===== src/rtl/muldiv_unit_if.sv =====
// Request/response bundle between the pipeline and the multiply/divide engine.
// master = pipeline side (issues operations), slave = muldiv_unit.
interface muldiv_unit_if #(
  parameter int WIDTH = 32
);
  logic             start;
  logic [1:0]       op;
  logic [WIDTH-1:0] src_a;
  logic [WIDTH-1:0] src_b;
  logic             busy;
  logic             done;
  logic [WIDTH-1:0] result_lo;
  logic [WIDTH-1:0] result_hi;
  logic             div_by_zero;

  modport master (
    output start, op, src_a, src_b,
    input  busy, done, result_lo, result_hi, div_by_zero
  );

  modport slave (
    input  start, op, src_a, src_b,
    output busy, done, result_lo, result_hi, div_by_zero
  );
endinterface


===== src/rtl/muldiv_unit.sv =====
// Iterative radix-2 multiply/divide engine for MIPS mult/multu/div/divu.
// Define MULDIV_FAST_MULT_EN to form mult/multu products with a single-cycle multiplier.
module muldiv_unit #(
  parameter int WIDTH = 32,
  parameter int CNT_W = 5
) (
  input  logic         clock,
  input  logic         reset,
  muldiv_unit_if.slave bus
);

  typedef enum logic [1:0] {
    S_IDLE = 2'd0,
    S_RUN  = 2'd1,
    S_FIX  = 2'd2
  } state_t;

  state_t               state_q, state_d;
  logic [CNT_W-1:0]     cnt_q, cnt_d;
  logic                 is_div_q, is_div_d;
  logic                 sign_a_q, sign_a_d;
  logic                 sign_b_q, sign_b_d;
  logic [WIDTH-1:0]     mag_a_q, mag_a_d;
  logic [WIDTH-1:0]     mag_b_q, mag_b_d;
  logic [2*WIDTH-1:0]   acc_q, acc_d;
  logic [WIDTH-1:0]     res_lo_q, res_lo_d;
  logic [WIDTH-1:0]     res_hi_q, res_hi_d;
  logic                 dbz_q, dbz_d;
  logic                 done_q, done_d;

  function automatic logic [WIDTH-1:0] neg_if(input logic [WIDTH-1:0] v, input logic n);
    return n ? (~v + 1'b1) : v;
  endfunction

  function automatic logic [2*WIDTH-1:0] neg_if_wide(input logic [2*WIDTH-1:0] v, input logic n);
    return n ? (~v + 1'b1) : v;
  endfunction

  // Multiply step: conditionally add multiplicand into the upper half, then shift the
  // whole {carry, hi, lo} right; the multiplier bits are consumed from acc_q[0].
  logic [WIDTH:0]   mul_sum;
  assign mul_sum = {1'b0, acc_q[2*WIDTH-1:WIDTH]} + (acc_q[0] ? {1'b0, mag_a_q} : '0);

  // Restoring divide step: hi holds the partial remainder, lo shifts the dividend out
  // MSB first and the quotient bits in LSB first.
  logic [WIDTH:0]   div_sh;
  logic             div_ge;
  logic [WIDTH-1:0] div_rem;
  assign div_sh  = acc_q[2*WIDTH-1:WIDTH-1];
  assign div_ge  = (div_sh >= {1'b0, mag_b_q});
  assign div_rem = div_ge ? (div_sh[WIDTH-1:0] - mag_b_q) : div_sh[WIDTH-1:0];

  logic [WIDTH-1:0] raw_a;
  assign raw_a = neg_if(mag_a_q, sign_a_q);

`ifdef MULDIV_FAST_MULT_EN
  logic [WIDTH-1:0]          raw_b;
  logic signed [2*WIDTH-1:0] fm_a, fm_b, fm_prod;
  assign raw_b   = neg_if(mag_b_q, sign_b_q);
  assign fm_a    = {{WIDTH{sign_a_q}}, raw_a};
  assign fm_b    = {{WIDTH{sign_b_q}}, raw_b};
  assign fm_prod = fm_a * fm_b;
`endif

  always_comb begin
    state_d  = state_q;
    cnt_d    = cnt_q;
    is_div_d = is_div_q;
    sign_a_d = sign_a_q;
    sign_b_d = sign_b_q;
    mag_a_d  = mag_a_q;
    mag_b_d  = mag_b_q;
    acc_d    = acc_q;
    res_lo_d = res_lo_q;
    res_hi_d = res_hi_q;
    dbz_d    = dbz_q;
    done_d   = 1'b0;

    unique case (state_q)
      S_IDLE: begin
        if (bus.start) begin
          is_div_d = bus.op[1];
          sign_a_d = ~bus.op[0] & bus.src_a[WIDTH-1];
          sign_b_d = ~bus.op[0] & bus.src_b[WIDTH-1];
          mag_a_d  = neg_if(bus.src_a, sign_a_d);
          mag_b_d  = neg_if(bus.src_b, sign_b_d);
          acc_d    = {{WIDTH{1'b0}}, (bus.op[1] ? mag_a_d : mag_b_d)};
          cnt_d    = '0;
          dbz_d    = 1'b0;
          state_d  = S_RUN;
`ifdef MULDIV_FAST_MULT_EN
          if (!bus.op[1]) state_d = S_FIX;
`endif
        end
      end

      S_RUN: begin
        if (is_div_q) acc_d = {div_rem, acc_q[WIDTH-2:0], div_ge};
        else          acc_d = {mul_sum, acc_q[WIDTH-1:1]};
        cnt_d = cnt_q + 1'b1;
        if (cnt_q == '1) state_d = S_FIX;
      end

      S_FIX: begin
        if (is_div_q) begin
          if (mag_b_q == '0) begin
            res_lo_d = '1;
            res_hi_d = raw_a;
            dbz_d    = 1'b1;
          end else begin
            res_lo_d = neg_if(acc_q[WIDTH-1:0], sign_a_q ^ sign_b_q);
            res_hi_d = neg_if(acc_q[2*WIDTH-1:WIDTH], sign_a_q);
          end
        end else begin
`ifdef MULDIV_FAST_MULT_EN
          {res_hi_d, res_lo_d} = fm_prod;
`else
          {res_hi_d, res_lo_d} = neg_if_wide(acc_q, sign_a_q ^ sign_b_q);
`endif
        end
        done_d  = 1'b1;
        state_d = S_IDLE;
      end

      default: state_d = S_IDLE;
    endcase
  end

  always_ff @(posedge clock or posedge reset) begin
    if (reset) begin
      state_q  <= S_IDLE;
      cnt_q    <= '0;
      is_div_q <= 1'b0;
      sign_a_q <= 1'b0;
      sign_b_q <= 1'b0;
      mag_a_q  <= '0;
      mag_b_q  <= '0;
      acc_q    <= '0;
      res_lo_q <= '0;
      res_hi_q <= '0;
      dbz_q    <= 1'b0;
      done_q   <= 1'b0;
    end else begin
      state_q  <= state_d;
      cnt_q    <= cnt_d;
      is_div_q <= is_div_d;
      sign_a_q <= sign_a_d;
      sign_b_q <= sign_b_d;
      mag_a_q  <= mag_a_d;
      mag_b_q  <= mag_b_d;
      acc_q    <= acc_d;
      res_lo_q <= res_lo_d;
      res_hi_q <= res_hi_d;
      dbz_q    <= dbz_d;
      done_q   <= done_d;
    end
  end

  assign bus.busy        = (state_q != S_IDLE);
  assign bus.done        = done_q;
  assign bus.result_lo   = res_lo_q;
  assign bus.result_hi   = res_hi_q;
  assign bus.div_by_zero = dbz_q;

endmodule


===== src/flat_wrapper.sv =====
// flat-port wrapper written by rule: the top's interface ports become plain ports
module muldiv_unit_flat 
#(
  parameter int WIDTH = 32,
  parameter int CNT_W = 5
)
  (clock, reset, bus_start, bus_op, bus_src_a, bus_src_b, bus_busy, bus_done, bus_result_lo, bus_result_hi, bus_div_by_zero);
  muldiv_unit_if #(.WIDTH(WIDTH)) bus_i ();
  input  logic clock;
  input  logic reset;
  input wire logic [$bits(bus_i.start)-1:0] bus_start;
  input wire logic [$bits(bus_i.op)-1:0] bus_op;
  input wire logic [$bits(bus_i.src_a)-1:0] bus_src_a;
  input wire logic [$bits(bus_i.src_b)-1:0] bus_src_b;
  output wire logic [$bits(bus_i.busy)-1:0] bus_busy;
  output wire logic [$bits(bus_i.done)-1:0] bus_done;
  output wire logic [$bits(bus_i.result_lo)-1:0] bus_result_lo;
  output wire logic [$bits(bus_i.result_hi)-1:0] bus_result_hi;
  output wire logic [$bits(bus_i.div_by_zero)-1:0] bus_div_by_zero;
  assign bus_i.start = bus_start;
  assign bus_i.op = bus_op;
  assign bus_i.src_a = bus_src_a;
  assign bus_i.src_b = bus_src_b;
  assign bus_busy = bus_i.busy;
  assign bus_done = bus_i.done;
  assign bus_result_lo = bus_i.result_lo;
  assign bus_result_hi = bus_i.result_hi;
  assign bus_div_by_zero = bus_i.div_by_zero;
  muldiv_unit #(.WIDTH(WIDTH), .CNT_W(CNT_W)) u_core (.clock(clock), .reset(reset), .bus(bus_i));
endmodule

===== config.mk =====
export PLATFORM = sky130hd
export DESIGN_NAME = muldiv_unit_flat
export DESIGN_NICKNAME = d
export VERILOG_FILES = /design/src/rtl/muldiv_unit_if.sv /design/src/rtl/muldiv_unit.sv /design/src/flat_wrapper.sv
export SDC_FILE = /design/constraint.sdc
export NUM_CORES = 1
export LEC_CHECK = 0
export CAP_MARGIN = 10
export CORE_UTILIZATION = 30
export DETAILED_ROUTE_END_ITERATION = 10
export HOLD_SLACK_MARGIN = 0.03
export PLACE_DENSITY = 0.43
export SYNTH_ARGS = -nofsm -noshare
export SYNTH_HDL_FRONTEND = slang
export SYNTH_SLANG_ARGS = --single-unit

===== constraint.sdc =====
create_clock -name clock -period 6.92 [get_ports clock]
set_input_delay 0.692 -clock clock [delete_from_list [all_inputs] [get_ports clock]]
set_output_delay 0.692 -clock clock [all_outputs]
set_load 0.005 [all_outputs]

==> impl_metrics.env <==
export IMPL_clk_pin_slew_worst_paths_ps=60
export IMPL_cts_tree="built"
export IMPL_setup_viol=0
export IMPL_synthTopCellsByCount="nand2_1, o21ai_0, dfrtp_1, a21oi_1, nor2_1"
export IMPL_holdWs_ps=481
export IMPL_cap_violations=0
export IMPL_relSlewSlack_pct=22.0
export IMPL_vias=16000
export IMPL_ys_async_sr_fraction_pct=100
export IMPL_worstSetupPathType="flip-flop to flip-flop"
export IMPL_ir_worst_vdd_uv=223
export IMPL_grt_setup_unrepaired="no"
export IMPL_grt_max_degree=111
export IMPL_yosysWarningCount=0
export IMPL_finalCriticalPeriod_ps=4190
export IMPL_grt_util_all_layers_pct=23.0
export IMPL_r2r_slack_ps=2730
export IMPL_die_w_um=239
export IMPL_endpoint_kind="flip-flop"
export IMPL_final_max_slew_violation_count=0
export IMPL_first_pass_iters=5
export IMPL_core_area_mm2=0.0554
export IMPL_worst_slew_pin_slew_ps=1170
export IMPL_clock_fmax_mhz=239
export IMPL_synth_top_area_share_pct=30.2
export IMPL_via_per_inst=5.40
export IMPL_startpoint_type="flip-flop"
export IMPL_synth_area_mm2=0.0169
export IMPL_critPathTopFamily="compound AO/OA/AOI/OAI gates"
export IMPL_hold_path_end="u_core.bus.result_hi[2]$_DFFE_PP0P_"
export IMPL_synth_distinct_cells=75
export IMPL_min_from="u_core.bus.result_hi[2]$_DFFE_PP0P_"
export IMPL_cts_buffers_inserted=27
export IMPL_syn_num_nets=2294
export IMPL_critical_path_buf_inv_count=1
export IMPL_wirelength_mm=66.1
export IMPL_num_rows=86
export IMPL_nets=2339
export IMPL_fin_tns_setup_ps=0
export IMPL_drive_gt1_share_pct=4.74
export IMPL_yosysTopAreaCell="dfrtp_1"
export IMPL_grt_pass1_vias=15700
export IMPL_htreeDepth=1
export IMPL_power_leakage_nw=7.96
export IMPL_synth_edff_count=0
export IMPL_avgSynthCellArea_um2=7.86
export IMPL_fin_crit_sh_pct=60.5
export IMPL_instances_no_fill=2966
export IMPL_slowest_delay_ps=690
export IMPL_hold_depth=2
export IMPL_critPathMaxFanout=31
export IMPL_cp_arrival_ps=4620
export IMPL_ant_nets=0
export IMPL_top_level_ports=136
export IMPL_synth_area_leaders="dfrtp_1, xnor2_1, o21ai_0, nand2_1, a21oi_1"
export IMPL_timing_critical_path_slowest_stage_cell="o311ai_0"
export IMPL_reg2regPathDepth=11
export IMPL_clk_latency_ps=590
export IMPL_die_area_mm2=0.0573
export IMPL_cp_common_cell="a21oi_1"
export IMPL_ys_seq_area_share_pct=30.2
export IMPL_synthToLayoutAreaGrowth_pct=17.1
export IMPL_antenna_found_initial=1
export IMPL_start_util_pct=30.5
export IMPL_post_dp_hpwl_mm=51.5
export IMPL_cts_resized=0
export IMPL_die_h_um=239
export IMPL_dp_cells=2916
export IMPL_clock_skew_ps=22.5
export IMPL_fill_cells=5920
export IMPL_status="finished clean"
export IMPL_cts_hold_buf=0
export IMPL_cts_sinks=204
export IMPL_r2r_end="u_core.acc_q[48]$_DFFE_PP0P_"
export IMPL_crit_required_ps=7360
export IMPL_rr_startpoint="u_core.acc_q[32]$_DFFE_PP0P_"
export IMPL_synth_seq_cells=204
export IMPL_post_cts_buffers=0
export IMPL_final_hold_viol_count=0
export IMPL_synthCells=2152
export IMPL_overflow=0
export IMPL_wire_per_inst_um=22.3
export IMPL_cts_root_buf="clkbuf_16"
export IMPL_yosysMostFrequentCell="nand2_1"
export IMPL_powerDensity_mw_per_mm2=556
export IMPL_place_congestion=0.888
export IMPL_min_path_type="flip-flop to flip-flop"
export IMPL_grt_pass1_wl_mm=99.7
export IMPL_portBuffers=135
export IMPL_drc=0
export IMPL_clk_path_buf_depth=3
export IMPL_synth_flop_cell="dfrtp_1"
export IMPL_initialDrtViolationCount=964
export IMPL_crit_chain="ha_1 -> nor2b_1 -> o31a_1 -> o311ai_0 -> a21oi_1 -> o21ai_1 -> nand2_1 -> buf_4 -> mux2_2 -> a21oi_1 -> o21ai_0"
-- cell families after synthesis --
| logic type | Yosys count | share of synthesized area (%) |
|---|---|---|
| AND/OR/NAND/NOR | 712 | 20.2 |
| AO/OA/AOI/OAI | 660 | 23.8 |
| XOR/XNOR | 230 | 11.9 |
| buffers and inverters | 212 | 4.79 |
| flip-flops | 204 | 30.2 |
| adder cells (fa/ha/maj) | 73 | 5.49 |
| multiplexers | 61 | 3.71 |
-- power by group --
part	switching (mW)	total, mW	internal, mW
Combinational	3.86	6.73	2.87
Clock	0.590	1.49	0.897
Sequential	1.12	2.80	1.68
Total	5.57	11.0	5.45
-- worst register-to-register path, cell delays in order (launching register included) --
cell	delay (ps)
dfrtp_1	590
ha_1	340
nor2b_1	160
o31a_1	320
o311ai_0	690
a21oi_1	280
o21ai_1	370
nand2_1	370
buf_4	380
mux2_2	330
a21oi_1	130
o21ai_0	90
-- worst max-delay path by stage --
stage,startpoint,to,cells after the start
floorplan,reset,u_core.acc_q[0]$_DFFE_PP0P_,1
global placement,u_core.acc_q[52]$_DFFE_PP0P_,u_core.acc_q[48]$_DFFE_PP0P_,11
detailed placement,u_core.acc_q[32]$_DFFE_PP0P_,u_core.acc_q[48]$_DFFE_PP0P_,11
CTS,u_core.acc_q[32]$_DFFE_PP0P_,u_core.acc_q[48]$_DFFE_PP0P_,11
global route,u_core.acc_q[32]$_DFFE_PP0P_,u_core.acc_q[48]$_DFFE_PP0P_,11
finish,u_core.acc_q[32]$_DFFE_PP0P_,u_core.acc_q[48]$_DFFE_PP0P_,11
-- stage by stage --
| step | utilization [%] | area (µm²) | setup WS (ps) | power (mW) |
|---|---|---|---|---|
| 2_1_floorplan | - | 16900 | 661 | 7.35 |
| 3_3_place_gp | 34.1 | 18900 | 2820 | 9.54 |
| 3_5_place_dp | 34.1 | 18900 | 2830 | 9.55 |
| 4_1_cts | 35.7 | 19800 | 2810 | 11.1 |
| 5_1_grt | 35.7 | 19800 | 2490 | 12.0 |
| 6_report | 35.8 | 19800 | 2730 | 11.0 |
-- final cells by class --
| type | instances | area, µm² | area share (%) |
|---|---|---|---|
| Timing Repair Buffer | 157 | 1520 | 7.65 |
| Clock inverter | 8 | 139 | 0.701 |
| Clock buffer | 41 | 788 | 3.98 |
| Antenna cell | 1 | 2.50 | 0.0126 |
| Sequential cell | 204 | 5110 | 25.8 |
| Multi-Input combinational cell | 1736 | 11000 | 55.8 |
| Inverter | 71 | 274 | 1.38 |
| Tap cell | 748 | 936 | 4.72 |
-- registers in the layout (all words and copies together) (netlist names) --
name                    cells
u_core.mag_b_q             32
u_core.state_q              2
u_core.is_div_q             1
u_core.bus.result_lo       32
u_core.cnt_q                5
u_core.mag_a_q             32
u_core.bus.result_hi       32
u_core.sign_a_q             1
u_core.acc_q               64
u_core.bus.done             1
u_core.bus.div_by_zero      1
u_core.sign_b_q             1
-- cells in the final DEF (no fill, tap or decap), types with 14 or more instances in the layout --
cell | Yosys | layout
nand2b_1 | 17 | 16
clkbuf_16 | 0 | 27
dfrtp_1 | 204 | 202
mux2i_1 | 56 | 56
xor2_1 | 100 | 99
or3_1 | 26 | 26
inv_1 | 68 | 67
buf_4 | 0 | 22
and3_1 | 14 | 14
nor2_1 | 160 | 158
nand2_1 | 274 | 273
nor2b_1 | 18 | 17
o21ai_0 | 210 | 210
a21o_1 | 34 | 34
nand3_1 | 37 | 37
xnor2_1 | 130 | 129
and2_1 | 46 | 46
o31ai_1 | 29 | 29
o21a_1 | 14 | 14
o211ai_1 | 38 | 38
nand4_1 | 15 | 15
ha_1 | 71 | 71
clkdlybuf4s50_1 | 0 | 135
a211oi_1 | 23 | 23
nor4_1 | 23 | 23
nor3_1 | 32 | 32
a21oi_1 | 187 | 187
a31oi_1 | 30 | 30
-- routing by layer --
layer / part of all wire, % / up-vias / track usage, %
met1: 44 / 7854 / 29.5
li1: - / 7765 / -
met4: 2.5 / 0 / 5.65
met5: 0 / - / 0
met3: 4.7 / 76 / 4.01
met2: 49 / 335 / 39.8
Power figures use the tool's default switching activity.
